[src/rtl/sprite_move_ctrl.sv]
// Frame-synchronous sprite command generator: buttons -> clamped position/colour strobes.
// Optional auto-repeat of held directions: define SPRITE_AUTOREPEAT_EN.
module sprite_move_ctrl #(
    parameter int H_ACTIVE = 640,
    parameter int V_ACTIVE = 480,
    parameter int STEP = 4,
    parameter logic [4:0] HOME_X = 5'd9,
    parameter logic [4:0] HOME_Y = 5'd7
`ifdef SPRITE_AUTOREPEAT_EN
    ,
    parameter int REPEAT_FRAMES = 8
`endif
) (
    input  logic       Clock,
    input  logic       Reset,
    input  logic [9:0] iColumnCount,
    input  logic [9:0] iRowCount,
    input  logic       iBtnUp,
    input  logic       iBtnDown,
    input  logic       iBtnLeft,
    input  logic       iBtnRight,
    input  logic       iBtnColor,
    input  logic       iBtnHome,
    output logic       oChangePos,
    output logic       oAbsolute,
    output logic [4:0] oSetX,
    output logic [4:0] oSetY,
    output logic [2:0] oNewColor,
    output logic       oSetColor
);

    typedef enum logic [1:0] {
        S_WAIT  = 2'd0,
        S_EVAL  = 2'd1,
        S_ISSUE = 2'd2
    } state_t;

    localparam logic signed [10:0] STEP_S = 11'(STEP);
    localparam logic signed [10:0] X_MAX = 11'(H_ACTIVE - 16);
    localparam logic signed [10:0] Y_MAX = 11'(V_ACTIVE - 16);

    // bit order: {home, color, right, left, down, up}
    logic [5:0] btn, sync1, sync2, prev, rise, pend, pend_next, rearm;
    logic       tick;
    state_t     state, next_state;

    logic              cmd_pos, cmd_abs, cmd_col;
    logic [4:0]        cmd_dx, cmd_dy;
    logic [2:0]        color;
    logic signed [10:0] sx, sy;
    logic signed [10:0] dx_raw, dy_raw, nx, ny, dx, dy, dxe, dye;

    assign btn = {iBtnHome, iBtnColor, iBtnRight, iBtnLeft, iBtnDown, iBtnUp};
    assign rise = sync2 & ~prev;
    assign pend_next = ((state == S_EVAL) ? 6'd0 : pend) | rise | rearm;
    assign dxe = {{6{cmd_dx[4]}}, cmd_dx};
    assign dye = {{6{cmd_dy[4]}}, cmd_dy};
    assign oNewColor = color;

`ifdef SPRITE_AUTOREPEAT_EN
    localparam int CW = $clog2(REPEAT_FRAMES + 1);
    logic [CW-1:0] cnt_h, cnt_v;
    logic          held_h, held_v;

    assign held_h = sync2[2] | sync2[3];
    assign held_v = sync2[0] | sync2[1];

    always_comb begin
        rearm = '0;
        if (tick && held_h && cnt_h == CW'(REPEAT_FRAMES))
            rearm[3:2] = sync2[3:2];
        if (tick && held_v && cnt_v == CW'(REPEAT_FRAMES))
            rearm[1:0] = sync2[1:0];
    end

    always_ff @(posedge Clock or negedge Reset) begin
        if (!Reset) begin
            cnt_h <= '0;
            cnt_v <= '0;
        end else begin
            if (!held_h)
                cnt_h <= '0;
            else if (tick)
                cnt_h <= (cnt_h == CW'(REPEAT_FRAMES)) ? CW'(1) : cnt_h + 1'b1;
            if (!held_v)
                cnt_v <= '0;
            else if (tick)
                cnt_v <= (cnt_v == CW'(REPEAT_FRAMES)) ? CW'(1) : cnt_v + 1'b1;
        end
    end
`else
    assign rearm = '0;
`endif

    // Opposing buttons cancel; the step is then trimmed to the screen edge.
    always_comb begin
        dx_raw = '0;
        dy_raw = '0;
        if (pend[3] && !pend[2]) dx_raw = STEP_S;
        else if (pend[2] && !pend[3]) dx_raw = -STEP_S;
        if (pend[1] && !pend[0]) dy_raw = STEP_S;
        else if (pend[0] && !pend[1]) dy_raw = -STEP_S;
        nx = sx + dx_raw;
        ny = sy + dy_raw;
        if (nx < 0) dx = -sx;
        else if (nx > X_MAX) dx = X_MAX - sx;
        else dx = dx_raw;
        if (ny < 0) dy = -sy;
        else if (ny > Y_MAX) dy = Y_MAX - sy;
        else dy = dy_raw;
    end

    always_ff @(posedge Clock or negedge Reset) begin
        if (!Reset) begin
            sync1   <= '0;
            sync2   <= '0;
            prev    <= '0;
            pend    <= '0;
            tick    <= 1'b0;
            state   <= S_WAIT;
            cmd_pos <= 1'b0;
            cmd_abs <= 1'b0;
            cmd_col <= 1'b0;
            cmd_dx  <= '0;
            cmd_dy  <= '0;
            color   <= '0;
            sx      <= '0;
            sy      <= '0;
        end else begin
            sync1 <= btn;
            sync2 <= sync1;
            prev  <= sync2;
            pend  <= pend_next;
            tick  <= (iRowCount == 10'(V_ACTIVE)) && (iColumnCount == 10'd0);
            state <= next_state;
            if (state == S_EVAL) begin
                cmd_abs <= pend[5];
                cmd_col <= pend[4];
                if (pend[5]) begin
                    cmd_pos <= 1'b1;
                    cmd_dx  <= HOME_X;
                    cmd_dy  <= HOME_Y;
                end else begin
                    cmd_pos <= (dx != 0) || (dy != 0);
                    cmd_dx  <= dx[4:0];
                    cmd_dy  <= dy[4:0];
                end
                if (pend[4])
                    color <= (color == 3'd7 || color == 3'd0) ? 3'd1 : color + 3'd1;
            end
            if (state == S_ISSUE && cmd_pos) begin
                if (cmd_abs) begin
                    sx <= {1'b0, HOME_X, 5'b0};
                    sy <= {1'b0, HOME_Y, 5'b0};
                end else begin
                    sx <= sx + dxe;
                    sy <= sy + dye;
                end
            end
        end
    end

    always_comb begin
        next_state = state;
        oChangePos = 1'b0;
        oAbsolute  = 1'b0;
        oSetX      = '0;
        oSetY      = '0;
        oSetColor  = 1'b0;
        unique case (state)
            S_WAIT: if (tick) next_state = S_EVAL;
            S_EVAL: next_state = S_ISSUE;
            S_ISSUE: begin
                oChangePos = cmd_pos;
                oAbsolute  = cmd_abs;
                oSetX      = cmd_dx;
                oSetY      = cmd_dy;
                oSetColor  = cmd_col;
                next_state = S_WAIT;
            end
            default: next_state = S_WAIT;
        endcase
    end

endmodule

[config.mk]
export PLATFORM = sky130hd
export DESIGN_NAME = sprite_move_ctrl
export DESIGN_NICKNAME = d
export VERILOG_FILES = /design/src/rtl/sprite_move_ctrl.sv
export SDC_FILE = /design/constraint.sdc
export NUM_CORES = 1
export LEC_CHECK = 0
export CORE_MARGIN = 1.5
export CORE_UTILIZATION = 42
export CTS_BUF_LIST = sky130_fd_sc_hd__clkbuf_4 sky130_fd_sc_hd__clkbuf_8
export DETAILED_ROUTE_END_ITERATION = 10
export PLACE_DENSITY_LB_ADDON = 0.05
export SLEW_MARGIN = 20
export SYNTH_ARGS = -nofsm -noshare
export SYNTH_HDL_FRONTEND = slang
export SYNTH_SLANG_ARGS = --single-unit
[constraint.sdc]
create_clock -name Clock -period 4 [get_ports Clock]
set_input_delay 0.4 -clock Clock [delete_from_list [all_inputs] [get_ports Clock]]
set_output_delay 0.4 -clock Clock [all_outputs]
set_load 0.005 [all_outputs]
==> impl_metrics.ini, run 1 <==
[status]
status = completed

[logic_synthesis]
yosysSeqAreaShare = 0.3338
synth_common_cells = dfrtp_1, nand2_1, nor2_1, ha_1, o21ai_0
synth_cell_types = 76
synth.top_cell.area_share = 0.3338
yosysMostFrequentCell = dfrtp_1
synthArstFlopShare = 1.000
synth_warnings = 0
yosys.area.top_type = dfrtp_1
synth_area_leaders = dfrtp_1, ha_1, xnor2_1, nand2_1, o21ai_0
synth_edf_count = 0
dominantRegCellSynth = dfrtp_1
synth.net_count = 620
syn_area_per_cell_um2 = 8.731
syn_area_um2 = 4872
synthCells = 558
yosys_register_bits = 65

[placed_design]
io_buffers = 43
hpwl_um = 8396
place.gp.congestion = 0.8271
place_ws_ns = 0.4835

[power]
p_leak_nw = 2.419
p_per_area_nw_per_um2 = 221.9
irDropWorstVdd_mv = 0.2304

[cts]
cts_max_path_buffers = 2
htree_levels = 3
post_cts_buffers = 0
cts_sinks = 65
cts-resized-gates = 0
clkLatencyLatePin_ns = 0.36
clkTransAtPathRegs_ns = 0.09
clock-root-buffer = clkbuf_8
cts_tree = yes
hold_buffers = 0
numCtsBuffers = 9

[worst_setup_path]
startpoint = pend[2]
worstPathMaxFanout = 5
reg2reg_depth = 13
critPathSlowestCell = or4_1
critical_path_arrival_ns = 3.83
crit_top_cell = ha_1
critPathMaxStageDelay_ns = 0.49
path_cells = ha_1 > inv_1 > ha_1 > ha_1 > inv_1 > o32ai_4 > nor3_1 > or4_1 > a221o_1 > a31oi_4 > nor2b_2 > mux2_4 > a31oi_1
r2r-start = pend[2]
end_kind = flop
crit_required_ns = 4.28
r2r-end = cmd_pos
crit_path_start_kind = flop
path_class = reg -> reg
r2r_slack_ns = 0.45

[final_layout]
nets = 646
drive_above_1_share = 0.05942
fillCellCount = 1099
diodes = 0
area_growth_pct = 13.53
utilization = 0.4865

[routing]
via_count = 4160
drt_iter0_drc = 217
drt_first_pass_iters = 4
ant_nets = 0
drc = 0
routed_wl_um = 11940
vias_per_cell = 5.683
post_drt_wl_per_cell_um = 16.30

[timing]
post-route-min-period_ns = 3.550
maxSlewHeadroom = 0.4211
hold_viol = 0
period_share = 0.8874
max_freq_mhz = 281.7
maxSlewViolCount = 0
setup_viol = 0
fin_hold_ws_ns = 0.2112
fin_worst_skew_ns = 0.01289
fin_tns_setup_ns = 0
rsz0062_at_grt = no
tightestPinTransition_ns = 0.8684
fin_ws_ns = 0.4503

[grt]
grt_pass1_wl_um = 20510
grt_usage = 0.2061
grt_max_degree = 66
grt_pass1_vias = 4035
overflow = 0
antenna_found_initial = 0

[die]
die_h_um = 110.7
rows = 39
coreArea_um2 = 11370
die_w_um = 110.7
num_io_pins = 44
die_area_um2 = 12260
start_util = 0.4285

[flow_run]
cap_violations = 0

[hold_path]
hold_class = in -> async
==> power breakdown <==
group          total (W)  switching [W]  internal (W)  leakage [nW]
registers       0.000669     0.00000299      0.000666         0.835
logic          0.0000416      0.0000175     0.0000242          1.50
clock network   0.000517       0.000289      0.000229        0.0822
==> flip-flops by register name (all words and copies together), names as in the netlist, 5 cells and up <==
name    flops
pend        6
sx         11
sync2       6
cmd_dy      5
sy         11
sync1       6
cmd_dx      5
prev        6
==> critical path: cells and delay by family (launching register included) <==
| family | cells | cell delay [ns] |
|---|---|---|
| flip-flops | 1 | 0.40 |
| buffers and inverters | 2 | 0.17 |
| AND/OR/NAND/NOR | 3 | 0.70 |
| multiplexers | 1 | 0.31 |
| adder cells (fa/ha/maj) | 3 | 0.82 |
| AO/OA/AOI/OAI | 4 | 1.06 |
==> metal layers <==
layer | up-vias | global-route usage | routed length (um)
li1 | 2070 | - | -
met1 | 1990 | 0.3074 | 6185
met2 | 98 | 0.3029 | 5133
met3 | 2 | 0.04429 | 573
met4 | 0 | 0.05385 | 44
met5 | - | 0 | 0
==> layout make-up <==
type | instances | area, um^2 | area share
Sequential cell | 65 | 1627 | 0.2941
Multi-Input combinational cell | 427 | 2958 | 0.5347
Clock buffer | 9 | 123.9 | 0.02239
Timing Repair Buffer | 49 | 470.5 | 0.08505
Tap cell | 143 | 178.9 | 0.03235
Clock inverter | 7 | 53.80 | 0.009726
Inverter | 32 | 120.1 | 0.02171
==> per-stage QoR <==
step                      cells  total power (W)  cell area [um^2]
after global routing        732         0.001281              5532
after detailed placement    716        0.0007251              5354
final                       732         0.001228              5532
after global placement      716        0.0007238              5354
after floorplan             558        0.0006832              4872
after CTS                   732         0.001253              5532
==> logic make-up after synthesis <==
group,Yosys count,share of synthesized area
mux,10,0.02260
buf+inv,66,0.05906
flops,65,0.3338
compound gates,165,0.2368
simple gates,181,0.1908
xor+xnor,37,0.06651
fa+ha+maj,34,0.09039
==> cell usage in the layout (no fill, tap or decap), types with 9 or more instances in the layout <==
cell,n
dfrtp_1,65
nand2_1,49
clkdlybuf4s50_1,42
nor2_1,33
o21ai_0,32
ha_1,32
inv_1,30
a21oi_1,30
xnor2_1,25
nand3_1,23
and2_1,13
nor3_1,13
xor2_1,12
nor4_1,10
o31ai_1,9
clkbuf_8,9
==> worst max-delay path by stage <==
stage | endpoint | slack (ns)
2_1_floorplan | cmd_pos | 0.63
3_3_place_gp | cmd_pos | 0.58
3_5_place_dp | cmd_pos | 0.48
4_1_cts | cmd_pos | 0.46
5_1_grt | cmd_pos | 0.24
6_report | cmd_pos | 0.45
(Power assumes the default switching activity.)
==> run 2, diff against run 1 <==
Settings changed: CAP_MARGIN from default to 20, DONT_BUFFER_PORTS from default to 1.
==> run 2 against run 1 <==
Clock power increased by 35%. Fmax rose by 0.56%. First-iteration DRC count is 11% higher. Critical path depth did not move. Via count fell by 2.2%. Sequential share of layout area grew 1.8 points. Design area down 5.7%. Setup slack improved by 0.020 ns. Sequential power is essentially flat. Hold slack got worse by 0.15 ns. Largest power group is now clock. Highest routed layer unchanged.
==> impl_metrics.ini, run 2 (synthesized netlist as in run 1, its figures left out) <==
[status]
status = completed

[timing]
fin_worst_skew_ns = 0.01055
max_freq_mhz = 283.3
maxSlewViolCount = 0
hold_viol = 0
post-route-min-period_ns = 3.530
setup_viol = 0
maxSlewHeadroom = 0.4025
period_share = 0.8825
tightestPinTransition_ns = 0.8930
fin_tns_setup_ns = 0
rsz0062_at_grt = no

[worst_setup_path]
crit_path_start_kind = flop
path_class = reg -> reg
worstPathMaxFanout = 5
r2r-start = pend[2]
critical_path_arrival_ns = 3.82
critPathMaxStageDelay_ns = 0.48
startpoint = pend[2]
critPathSlowestCell = or4_1
reg2reg_depth = 13
crit_required_ns = 4.29
crit_top_cell = ha_1
path_cells = ha_1 > inv_1 > ha_1 > ha_1 > inv_1 > o32ai_4 > nor3_1 > or4_1 > a221o_1 > a31oi_4 > nor2b_2 > mux2_4 > a31oi_1
end_kind = flop

[final_layout]
final_common_cell = dfrtp_1
area.sequential_um2 = 1627
nets = 605
diodes = 0
layoutNonFillerInstCount = 691
area_growth_pct = 7.011
mostFrequentLayoutCells = dfrtp_1, nand2_1, nor2_1
drive_above_1_share = 0.06387
fillCellCount = 1123
multi_input_area_um2 = 2958
biggestRegsByFlops = sx (11), sy (11)

[cts]
cts-resized-gates = 0
cts_sinks = 65
post_cts_buffers = 0
htree_levels = 3
numCtsBuffers = 9
clock-root-buffer = clkbuf_8
clkLatencyLatePin_ns = 0.36
cts_max_path_buffers = 2
clkTransAtPathRegs_ns = 0.08
cts_tree = yes

[routing]
routed_wl_um = 11800
vias_per_cell = 5.887
drc = 0
via_count = 4068
post_drt_wl_per_cell_um = 17.08
ant_nets = 0
drt_iter0_drc = 241
drt_first_pass_iters = 5

[placed_design]
placedCellCount = 673
place.gp.congestion = 0.8376
hpwl_um = 8402
io_buffers = 0

[power]
p_per_area_nw_per_um2 = 265.6
total_power_w = 0.001385
power.share.clock = 0.503
seq_power_share = 0.483
pwr-share-comb = 0.014
irDropWorstVdd_mv = 0.2154
p_switching_w = 0.0002901
p_leak_nw = 2.320
swShare = 0.2095
p_int_w = 0.001095

[die]
die_area_um2 = 12260
num_io_pins = 44
die_w_um = 110.7
start_util = 0.4285
coreArea_um2 = 11370
rows = 39
die_h_um = 110.7

[hold_path]
min_from = iBtnHome
min_path_cells = 0
hold_class = in -> reg

[grt]
grt_usage = 0.1986
grt_pass1_wl_um = 19640
antenna_found_initial = 0
grt_max_degree = 66
overflow = 0
grt_pass1_vias = 3784

[flow_run]
cap_violations = 0
-- run 2: cell types whose count changed in the layout (fill, tap and decap cells not counted) --
cell	previous run	this run
clkinv_2	1	0
bufinv_16	0	3
buf_2	1	0
inv_6	2	0
clkbuf_4	0	1
clkinv_4	1	3
dlygate4sd3_1	0	1
clkdlybuf4s50_1	42	0
clkinvlp_4	3	0
buf_16	0	1
-- run 2: stage by stage --
step                      setup WS, ns    util  hold WS [ns]  instance area, um^2
after floorplan                 0.6290       -        0.1044                 4872
after global placement          0.5905  0.4335        0.1075                 4928
after detailed placement        0.5094  0.4335        0.1076                 4928
after CTS                       0.4766  0.4586       0.04309                 5214
after global routing            0.2236  0.4586       0.03765                 5214
final                           0.4701  0.4586       0.06115                 5214
-- run 2: worst paths after layout --
kind / end / slack [ns]
max: cmd_pos / 0.47
min: sync1[5] / 0.06
max reg2reg: cmd_pos / 0.47
min reg2reg: sync2[1] / 0.35
max in group asynchronous: sync1[4] / 3.12
min in group asynchronous: sx[8] / 0.59
-- run 2: what timing repair did --
item	CTS	global route
setup endpoints to repair	0	0
hold buffers	2	0
endpoints found under the hold margin	65	0
-- run 2: power by group through the flow --
stage          Sequential, W  Clock, W  Combinational (W)
6_report            0.000669  0.000697          0.0000191
5_1_grt             0.000670  0.000738          0.0000224
4_1_cts             0.000669  0.000716          0.0000207
3_5_place_dp        0.000682         0         0.00000248
3_3_place_gp        0.000681         0         0.00000249
2_1_floorplan       0.000681         0         0.00000225
-- run 2: critical path, delay by kind of cell (launching register included) --
family	cells	cell delay, ns
muxes	1	0.30
DFF	1	0.41
buffers and inverters	2	0.17
AOI/OAI and AO/OA	4	1.08
adders and majority gates	3	0.80
and+or+nand+nor	3	0.69
-- run 2: layout make-up --
type	instances	area share
sequential	65	0.3120
timing repair buffer	8	0.01584
tap	143	0.03432
clock inverter	6	0.02232
clock buffer	10	0.02520
inverter	32	0.02304
multi-input combinational	427	0.5673
-- run 2: layer usage --
metal  vias to the layer above  wire length [um]  track usage
li1                       1992                 -            -
met1                      1953              6021       0.2965
met2                       112              5056       0.2889
met3                        11               573      0.04155
met4                         0               148      0.05897
met5                         -                 0            0
